===== src/rtl/sc_score_pkg.sv =====
// Shared types and default constants for the Frogger score/high-score unit.
package sc_score_pkg;

  typedef enum logic [1:0] {
    IDLE = 2'd0,
    PLAY = 2'd1,
    OVER = 2'd2
  } game_state_e;

  localparam int unsigned DEF_SCORE_W     = 8;
  localparam int unsigned DEF_LVL_W       = 3;
  localparam int unsigned DEF_PROG_W      = 5;
  localparam int unsigned DEF_PROG_THRESH = 8;
  localparam int unsigned DEF_PTS_PER_LVL = 1;
  localparam int unsigned DEF_CAP_STEP    = 20;
  localparam int unsigned DEF_BONUS       = 5;

  // Bit positions of the edge-detected event inputs.
  localparam int unsigned EV_NEW_GAME   = 0;
  localparam int unsigned EV_UP_COUNT   = 1;
  localparam int unsigned EV_LEVEL_DONE = 2;

endpackage


===== src/rtl/sc_fall_edge_detect.sv =====
// Falling-edge detector for N active-low event inputs; history resets to the idle (high) level.
module sc_fall_edge_detect #(
  parameter int unsigned N = 1
) (
  input  logic         clk,
  input  logic         rst_n,
  input  logic [N-1:0] level_n,
  output logic [N-1:0] fall
);
  logic [N-1:0] hist;

  // NOTE: sequential state uses non-blocking assignment so every flop samples pre-edge values.
  always_ff @(posedge clk or negedge rst_n) begin
    if (!rst_n) hist <= '1;
    else        hist <= level_n;
  end

  // Zero latency: the event fires in the cycle the low level is first seen.
  assign fall = hist & ~level_n;
endmodule


===== src/rtl/sc_scorekeeper.sv =====
// Frogger score unit: level-scaled capped stepping, level bonus, game FSM and retained high score.
module sc_scorekeeper
  import sc_score_pkg::*;
#(
  parameter int unsigned SCORE_W     = DEF_SCORE_W,
  parameter int unsigned LVL_W       = DEF_LVL_W,
  parameter int unsigned PROG_W      = DEF_PROG_W,
  parameter int unsigned PROG_THRESH = DEF_PROG_THRESH,
  parameter int unsigned PTS_PER_LVL = DEF_PTS_PER_LVL,
  parameter int unsigned CAP_STEP    = DEF_CAP_STEP,
  parameter int unsigned BONUS       = DEF_BONUS
) (
  input  logic               SC_SCOREKEEPER_CLOCK_50,
  input  logic               SC_SCOREKEEPER_RESET_InLow,
  input  logic               SC_SCOREKEEPER_NewGame_InLow,
  input  logic               SC_SCOREKEEPER_upCount_InLow,
  input  logic               SC_SCOREKEEPER_LevelDone_InLow,
  input  logic               SC_SCOREKEEPER_PlayerLose_InLow,
  input  logic [PROG_W-1:0]  SC_SCOREKEEPER_LevelProgress_In,
  input  logic [LVL_W-1:0]   SC_SCOREKEEPER_CurrentLvl_In,
  output logic [SCORE_W-1:0] SC_SCOREKEEPER_Score_OutBus,
  output logic [SCORE_W-1:0] SC_SCOREKEEPER_HighScore_OutBus,
  output logic               SC_SCOREKEEPER_NewHigh_Out,
  output logic               SC_SCOREKEEPER_Saturated_Out,
  output logic               SC_SCOREKEEPER_GameOver_Out
);
  // Wide enough that score + level-scaled increment or bonus never wraps.
  localparam int unsigned W = SCORE_W + LVL_W + 1;
  localparam logic [W-1:0] SCORE_MAX = {{(W-SCORE_W){1'b0}}, {SCORE_W{1'b1}}};

  logic        clk;
  logic        rst_n;
  logic [2:0]  fall;
  logic        ev_new, ev_up, ev_done;

  assign clk   = SC_SCOREKEEPER_CLOCK_50;
  assign rst_n = SC_SCOREKEEPER_RESET_InLow;

  sc_fall_edge_detect #(.N(3)) u_edges (
    .clk     (clk),
    .rst_n   (rst_n),
    .level_n ({SC_SCOREKEEPER_LevelDone_InLow,
               SC_SCOREKEEPER_upCount_InLow,
               SC_SCOREKEEPER_NewGame_InLow}),
    .fall    (fall)
  );

  assign ev_new  = fall[EV_NEW_GAME];
  assign ev_up   = fall[EV_UP_COUNT];
  assign ev_done = fall[EV_LEVEL_DONE];

  game_state_e        state_q, state_d;
  logic [SCORE_W-1:0] score_q, score_d, high_q, high_d;
  logic               new_high_q, new_high_d, sat_q, sat_d;

  logic [W-1:0] lvl_w, score_w, inc, cap_raw, cap, sum1, s1, sum2, s2;
  logic         step_ok, step_clip;

  assign lvl_w   = W'(SC_SCOREKEEPER_CurrentLvl_In);
  assign score_w = W'(score_q);
  assign inc     = lvl_w * W'(PTS_PER_LVL);
  assign cap_raw = lvl_w * W'(CAP_STEP);
  assign cap     = (cap_raw > SCORE_MAX) ? SCORE_MAX : cap_raw;
  assign sum1    = score_w + inc;

  assign step_ok   = ev_up && (SC_SCOREKEEPER_CurrentLvl_In != '0) &&
                     (SC_SCOREKEEPER_LevelProgress_In >= PROG_W'(PROG_THRESH));
  assign step_clip = step_ok && (sum1 > cap);

  // A score already past the cap (via bonuses) is never pulled back down to it.
  assign s1   = !step_ok         ? score_w :
                (score_w >= cap) ? score_w :
                step_clip        ? cap     : sum1;
  assign sum2 = s1 + W'(BONUS);
  assign s2   = !ev_done ? s1 : ((sum2 > SCORE_MAX) ? SCORE_MAX : sum2);

  always_ff @(posedge clk or negedge rst_n) begin
    if (!rst_n) begin
      state_q    <= IDLE;
      score_q    <= '0;
      high_q     <= '0;
      new_high_q <= 1'b0;
      sat_q      <= 1'b0;
    end else begin
      state_q    <= state_d;
      score_q    <= score_d;
      high_q     <= high_d;
      new_high_q <= new_high_d;
      sat_q      <= sat_d;
    end
  end

  // NOTE: every signal driven here gets a default first, so no path can infer a latch.
  always_comb begin
    state_d    = state_q;
    score_d    = score_q;
    high_d     = high_q;
    new_high_d = new_high_q;
    sat_d      = sat_q;
    if (ev_new) begin
      state_d    = PLAY;
      score_d    = '0;
      new_high_d = 1'b0;
      sat_d      = 1'b0;
    end else begin
      case (state_q)
        PLAY: begin
          if (!SC_SCOREKEEPER_PlayerLose_InLow) begin
            state_d = OVER;
            if (score_q > high_q) begin
              high_d     = score_q;
              new_high_d = 1'b1;
            end
          end else begin
            score_d = s2[SCORE_W-1:0];
            if (step_ok) sat_d = step_clip;
          end
        end
        IDLE, OVER: ;
        default: state_d = IDLE;
      endcase
    end
  end

  assign SC_SCOREKEEPER_Score_OutBus     = score_q;
  assign SC_SCOREKEEPER_HighScore_OutBus = high_q;
  assign SC_SCOREKEEPER_NewHigh_Out      = new_high_q;
  assign SC_SCOREKEEPER_Saturated_Out    = sat_q;
  assign SC_SCOREKEEPER_GameOver_Out     = (state_q == OVER);
endmodule


===== config.mk =====
export PLATFORM = sky130hd
export DESIGN_NAME = sc_scorekeeper
export DESIGN_NICKNAME = d
export VERILOG_FILES = /design/src/rtl/sc_score_pkg.sv /design/src/rtl/sc_fall_edge_detect.sv /design/src/rtl/sc_scorekeeper.sv
export SDC_FILE = /design/constraint.sdc
export NUM_CORES = 1
export LEC_CHECK = 0
export CAP_MARGIN = 5
export CORE_MARGIN = 2
export CORE_UTILIZATION = 50
export DETAILED_ROUTE_END_ITERATION = 10
export DONT_BUFFER_PORTS = 1
export PLACE_DENSITY_LB_ADDON = 0.05
export SLEW_MARGIN = 20
export SYNTH_ARGS = -nofsm -noshare
export SYNTH_HDL_FRONTEND = slang
export SYNTH_SLANG_ARGS = --single-unit

===== constraint.sdc =====
create_clock -name SC_SCOREKEEPER_CLOCK_50 -period 11.9 [get_ports SC_SCOREKEEPER_CLOCK_50]
set_input_delay 0 -clock SC_SCOREKEEPER_CLOCK_50 [delete_from_list [all_inputs] [get_ports SC_SCOREKEEPER_CLOCK_50]]
set_output_delay 0 -clock SC_SCOREKEEPER_CLOCK_50 [all_outputs]
set_load 0.02 [all_outputs]

Yosys cells after proc, flatten, opt, wreduce, memory -nomap -nowiden
Index checks and enable logic that the tools add are counted.
{ "op_classes": {"add_sub_neg": 2, "multipliers": 1, "n_lt_le_gt_ge": 6, "eq_ne": 5, "n_mux": 20, "bitwise": 4, "n_reduce_logical": 15} }
{ "op_table": {"columns": ["cell", "count"], "rows": [
  ["$mux 8", 6],
  ["$mux 9", 3],
  ["$add 9x3->10 const B", 1],
  ["$gt 10x8->1 const B", 1],
  ["$add 8x3->9", 1],
  ["$gt 9x8->1", 1],
  ["$ge 8x8->1", 1],
  ["$gt 8x8->1", 1],
  ["$gt 8x8->1 const B", 1],
  ["$mux 1", 8],
  ["$reduce_bool 2->1", 4],
  ["$mul 3x3->6 const B", 1],
  ["$reduce_and 3->1", 2],
  ["$ge 5x4->1 const B", 1],
  ["$mux 2", 2],
  ["$pmux 2 s2", 1],
  ["$reduce_and 2->1", 2],
  ["$reduce_and 4->1", 1],
  ["$and 3x3->3", 1],
  ["$logic_and 1x1->1", 3],
  ["$ne 3x3->1 const B", 1],
  ["$not 3->3", 1],
  ["$reduce_bool 3->1", 1],
  ["$eq 2x1->1 const B", 1],
  ["other kinds (6)", 7]
]} }
{ "totals": {"ff_bits": 23} }

Longest topological paths before layout
{ "logic_depth": {"ltp_word": 15, "depth_mapped": 19, "depth_no_buf": 18} }

Cells and area by module
Synthesis repeated with hierarchy kept, for this count alone.
{ "hier_totals": {"cells_unflattened": 230, "area_unflattened_um2": 2133.3} }
{ "modules_own_cells": {"columns": ["mod", "instances", "cells_per_inst", "area_per_inst_um2"], "rows": [
  ["sc_scorekeeper", 1, 224, 2013.2],
  ["sc_fall_edge_detect", 1, 6, 120.1]
]} }

Worst setup path before layout
OpenSTA, ideal clock, no wires.
{ "synth_timing": {"path_kind": "register -> register", "from": "register score_q[0], in the netlist SC_SCOREKEEPER_Score_OutBus[0]", "to": "register score_q[2], in the netlist SC_SCOREKEEPER_Score_OutBus[2]", "setup_ns": 0.104, "arrival_time_ns": 4.136, "required_time_ns": 11.796, "setup_slack_ns": 7.660, "path_stages_with_launch": 20, "n_path_buf": 1, "synth_period_minus_slack_ns": 4.240, "path_cell_list": "dfrtp_1 > ha_1 > fa_1 > a21oi_2 > nor2_1 > xor2_1 > ha_1 > o21ai_1 > a21oi_1 > o31ai_1 > a21o_1 > buf_6 > and3_1 > a21oi_1 > inv_1 > ha_1 > a221oi_1 > or3_1 > o21a_1 > a221oi_1"} }
{ "synth_between": {"elab_chain_cells": 13, "word_cells_on_any_way": 14, "classes_between": "add/sub (2); order compare (3); mux (8); reduce/logical (1)"} }
{ "synth_lines": {"columns": ["element", "line", "rtl"], "rows": [
  ["start: declaration", "sc_scorekeeper.sv:53", "logic [SCORE_W-1:0] score_q, score_d, high_q, high_d;"],
  ["start signal: assignment", "sc_scorekeeper.sv:86", "score_q <= score_d;"],
  ["$add 8x3->9", "sc_scorekeeper.sv:64", "assign sum1 = score_w + inc;"],
  ["$gt 9x8->1", "sc_scorekeeper.sv:68", "assign step_clip = step_ok && (sum1 > cap);"],
  ["$logic_and 1x1->1", "sc_scorekeeper.sv:68", null],
  ["$mux 9", "sc_scorekeeper.sv:73", "step_clip ? cap : sum1;"],
  ["$mux 9", "sc_scorekeeper.sv:72", "(score_w >= cap) ? score_w :"],
  ["$mux 9 (*)", "sc_scorekeeper.sv:71", "assign s1 = !step_ok ? score_w :"],
  ["$add 9x3->10", "sc_scorekeeper.sv:74", "assign sum2 = s1 + W'(BONUS);"],
  ["$gt 10x8->1", "sc_scorekeeper.sv:75", "assign s2 = !ev_done ? s1 : ((sum2 > SCORE_MAX) ? SCORE_MAX : sum2);"],
  ["$mux 8", "sc_scorekeeper.sv:75", null],
  ["$mux 8 (*)", "sc_scorekeeper.sv:75", null],
  ["$mux 8 (*)", "sc_scorekeeper.sv:108", "if (!SC_SCOREKEEPER_PlayerLose_InLow) begin"],
  ["$mux 8 (*)", "sc_scorekeeper.sv:106", "case (state_q)"],
  ["$mux 8 (*)", "sc_scorekeeper.sv:100", "if (ev_new) begin"]
]} }
Mark *: on every way between the ends. The rest lies on a longest branch, timed or not. The select of a mux whose other input is x is not followed.
A chain may end at the register's enable or synchronous reset.

Final worst setup path
{ "layout_timing": {"from": "register score_q[1], in the netlist SC_SCOREKEEPER_Score_OutBus[1]", "to": "register score_q[3], in the netlist SC_SCOREKEEPER_Score_OutBus[3]"} }
The elaborated chain is that of the path after synthesis.

==> summary.txt <==
CTS
  • Number of gates given a new drive strength after cts: 0
  • Clock slew seen by the registers of the worst setup and hold paths: approximately 0.08 ns
  • Clock sink total: 23
  • TritonCTS clock tree: built
  • CTS root buf: sky130_fd_sc_hd__clkbuf_8
  • Number of buffers inserted during clock tree synthesis: 3
  • Max Root-Sink Buffers: 2
  • Insertion delay of the later-clocked pin in the worst-skew pair: 0.26 ns
  • H-tree depth: 1

Yosys
  • #FFs+latches synth: 23
  • Asr flop ratio synth: between 90% and 100%
  • Number of synthesis warnings: 0
  • Most common flop cell mapped by yosys: sky130_fd_sc_hd__dfrtp_1
  • Part of the Yosys area used for sequential elements: 28.30%
  • Largest cells by area after synthesis: sky130_fd_sc_hd__dfrtp_1, sky130_fd_sc_hd__ha_1, sky130_fd_sc_hd__dfstp_2, sky130_fd_sc_hd__mux2_2, sky130_fd_sc_hd__a21oi_1
  • Synth top area share: 24.45%
  • Cell area after synthesis: between 2000 and 2500 sq um
  • Cell with the most instances after synthesis: sky130_fd_sc_hd__ha_1
  • Largest area contributor in the synthesized netlist: sky130_fd_sc_hd__dfrtp_1
  • Total nets after synthesis: 265
  • Avg Synthesized Cell Area: approximately 9.2 sq um
  • Number of enable flip-flop cells after synthesis: 0
  • Number of different library cells in the post-synthesis netlist: between 50 and 60
  • Top cells by count, synth: sky130_fd_sc_hd__ha_1, sky130_fd_sc_hd__dfrtp_1, sky130_fd_sc_hd__inv_1, sky130_fd_sc_hd__nor2_1
  • Post-Syn Instances: roughly 220

Timing
  • Hold violation count in the final report: 0
  • Sum of negative setup slack: 0 ns
  • Total of endpoints with negative setup slack in the final report: 0
  • Unrepaired setup endpoints after global routing: false
  • Post-layout minimum cycle time: ~5.2 ns
  • Slew Viols, Final: 0
  • Crit share post-route: approximately 44%
  • Slew at the pin with the worst max-slew slack: 0.7648 ns
  • Clock Skews: 0.003740 ns
  • Top achievable clock speed: roughly 190 MHz
  • Headroom to the max-slew limit: roughly half

Hold path
  • Hold Path Depth: 2
  • Worst hold-check path type: in -> reg

Placement
  • Count of input and output buffers: 0
  • Placed Instances: between 200 and 300
  • Final HPWL from detailed placement: 3972 um
  • Weighted congestion at the end of routability-driven global placement: between 0.8 and 0.9
  • Total cell area at the placement stage: 2093 sq um

Finish
  • Cell area after layout: around 2200 sq um
  • Layout overhead on the synthesized area: 7.212%
  • Number of diodes added for antenna fixing: 0
  • Share of layout cells above drive strength 1: between 10% and 20%
  • Final-stage net count: between 200 and 300
  • Post-Layout Cell Count: about 280

Power
  • Peak supply drop: around 0.086 mV
  • Leakage: about 1.0 nW
  • Areal power density over the cells: approximately 160 nW/um^2
  • Power consumption: approximately 0.35 mW

Outcome
  • Run status: complete, no violations

Route
  • Violation count after the first detailed-route iteration: about 120
  • Total Routed Length: around 5100 um
  • Post-detailed-route wirelength per cell: between 15 and 20 um
  • Per-cell via count in the routed design: 6.154
  • Via total after detailed routing: about 1700
  • Final routed DRC violation total: 0
  • Count of antenna-violating nets left after detailed routing: 0
  • Router iterations before antenna repair: 4

Setup path
  • Element type at the critical path start: flip-flop
  • Required time worst endpoint: between 10 and 15 ns
  • Arrival time at the worst endpoint: about 5.4 ns
  • Critical Path Sink Type: flip-flop
  • Worst reg2reg path depth: 18
  • Maximum fanout along the worst path: 11
  • Critical setup path kind: reg -> reg

GRT
  • GRT Overall Usage: 23.71%
  • Largest net degree at the start of global routing: 24
  • First-pass GRT wire length: about 8000 um
  • Antenna violations before repair: 0
  • Via count of the first global-routing pass: about 1700
  • Leftover overflow at the end of global routing: 0

Die
  • Row cnt: 23
  • Initial cell density of the core: between 50 and 60%
  • Height of the die: slightly below 70 um
  • Die outline area: ~4600 sq um
  • Placeable core area: slightly below 4000 sq um
  • Die extent in x: 67.99 um
  • IO Count: 33

Job
  • Max Cap Viol: 0
layout by cell type (no fill, tap or decap), drive strengths merged, types with 4 or more instances in the layout:
cell type,Yosys,final
ha,28,28
dfrtp,20,20
inv,17,17
nor2,17,17
a21oi,15,15
o21ai,14,14
nand2,10,10
nor3,8,8
xor2,7,7
nand2b,6,6
mux2,6,6
a21o,5,5
mux2i,5,5
dlygate4sd3,0,5
o21a,4,4
nor2b,4,4
flip-flops by register name, summed over array words and instances (netlist names):
name,flops
SC_SCOREKEEPER_NewHigh_Out,1
state_q,2
SC_SCOREKEEPER_HighScore_OutBus,8
SC_SCOREKEEPER_Saturated_Out,1
u_edges.hist,3
SC_SCOREKEEPER_Score_OutBus,8
layer usage:
metal | wire length [um] | vias to the layer above | part of all wire [%] | track usage (%)
li1 | - | 844 | - | -
met1 | 2394 | 821 | 47 | 32.14
met2 | 2454 | 50 | 48 | 39.32
met3 | 285 | 2 | 5.5 | 4.934
met4 | 10 | 0 | 0.19 | 4.250
met5 | 0 | - | 0 | 0
report_power, final:
| group | internal, mW | total, mW | switching (mW) |
|---|---|---|---|
| Clock | 0.0233 | 0.0474 | 0.0240 |
| Combinational | 0.0678 | 0.153 | 0.0848 |
| Sequential | 0.0979 | 0.148 | 0.0501 |
| Total | 0.189 | 0.348 | 0.159 |
stage by stage:
stage          util [%]  hold WS [ns]  worst slack [ns]
2_1_floorplan         -       -0.2956             7.660
3_3_place_gp      52.71       -0.2944             6.933
3_5_place_dp      52.71       -0.2944             6.853
4_1_cts           55.14      0.004203             6.820
5_1_grt           55.26       0.01681             6.252
6_report          55.26      0.005677             6.708
area by class of cell:
cell class	instances	area [sq um]
clock inverter	1	5.005
fill	371	1777
timing repair buffer	7	62.56
multi-input combinational	178	1380
inverter	17	63.81
clock buffer	3	41.29
tap	50	62.56
sequential	23	579.3
critical path: stages (launching register included):
cell                       delay [ns]
sky130_fd_sc_hd__dfrtp_1         0.67
sky130_fd_sc_hd__ha_1            0.33
sky130_fd_sc_hd__a21o_1          0.16
sky130_fd_sc_hd__a21oi_1         0.51
sky130_fd_sc_hd__nor2_1          0.15
sky130_fd_sc_hd__xor2_1          0.19
sky130_fd_sc_hd__ha_1            0.35
sky130_fd_sc_hd__o21ai_1         0.08
sky130_fd_sc_hd__a21oi_1         0.06
sky130_fd_sc_hd__o31ai_1         0.48
sky130_fd_sc_hd__a21o_1          0.47
sky130_fd_sc_hd__and3_1          0.22
sky130_fd_sc_hd__a21oi_1         0.07
sky130_fd_sc_hd__inv_1           0.10
sky130_fd_sc_hd__ha_1            0.16
sky130_fd_sc_hd__a221oi_1        0.08
sky130_fd_sc_hd__or3_1           0.48
sky130_fd_sc_hd__o21a_1          0.27
sky130_fd_sc_hd__a221oi_1        0.26
worst paths after layout:
kind | startpoint | endpoint | slack, ns
setup / recovery | SC_SCOREKEEPER_Score_OutBus[1] | SC_SCOREKEEPER_Score_OutBus[3] | 6.71
hold / removal | SC_SCOREKEEPER_NewGame_InLow | SC_SCOREKEEPER_Saturated_Out | 0.006
setup reg to reg | SC_SCOREKEEPER_Score_OutBus[1] | SC_SCOREKEEPER_Score_OutBus[3] | 6.71
hold reg to reg | state_q[1] | state_q[1] | 0.61
max in group asynchronous | SC_SCOREKEEPER_RESET_InLow | u_edges.hist[0] | 11.24
min in group asynchronous | SC_SCOREKEEPER_RESET_InLow | SC_SCOREKEEPER_Score_OutBus[3] | 0.29
logic make-up after synthesis:
group,synth area share [%]
buf+inv,4.279
mux,5.746
xor+xnor,4.279
simple gates,18.64
flops,28.30
fa+ha+maj,18.09
compound gates,20.66
timing repair:
action,CTS,global route
hold buffers,5,1
hold endpoints to repair,27,20
setup buffers,0,0
Note: power is estimated with default switching activity, not from simulation.
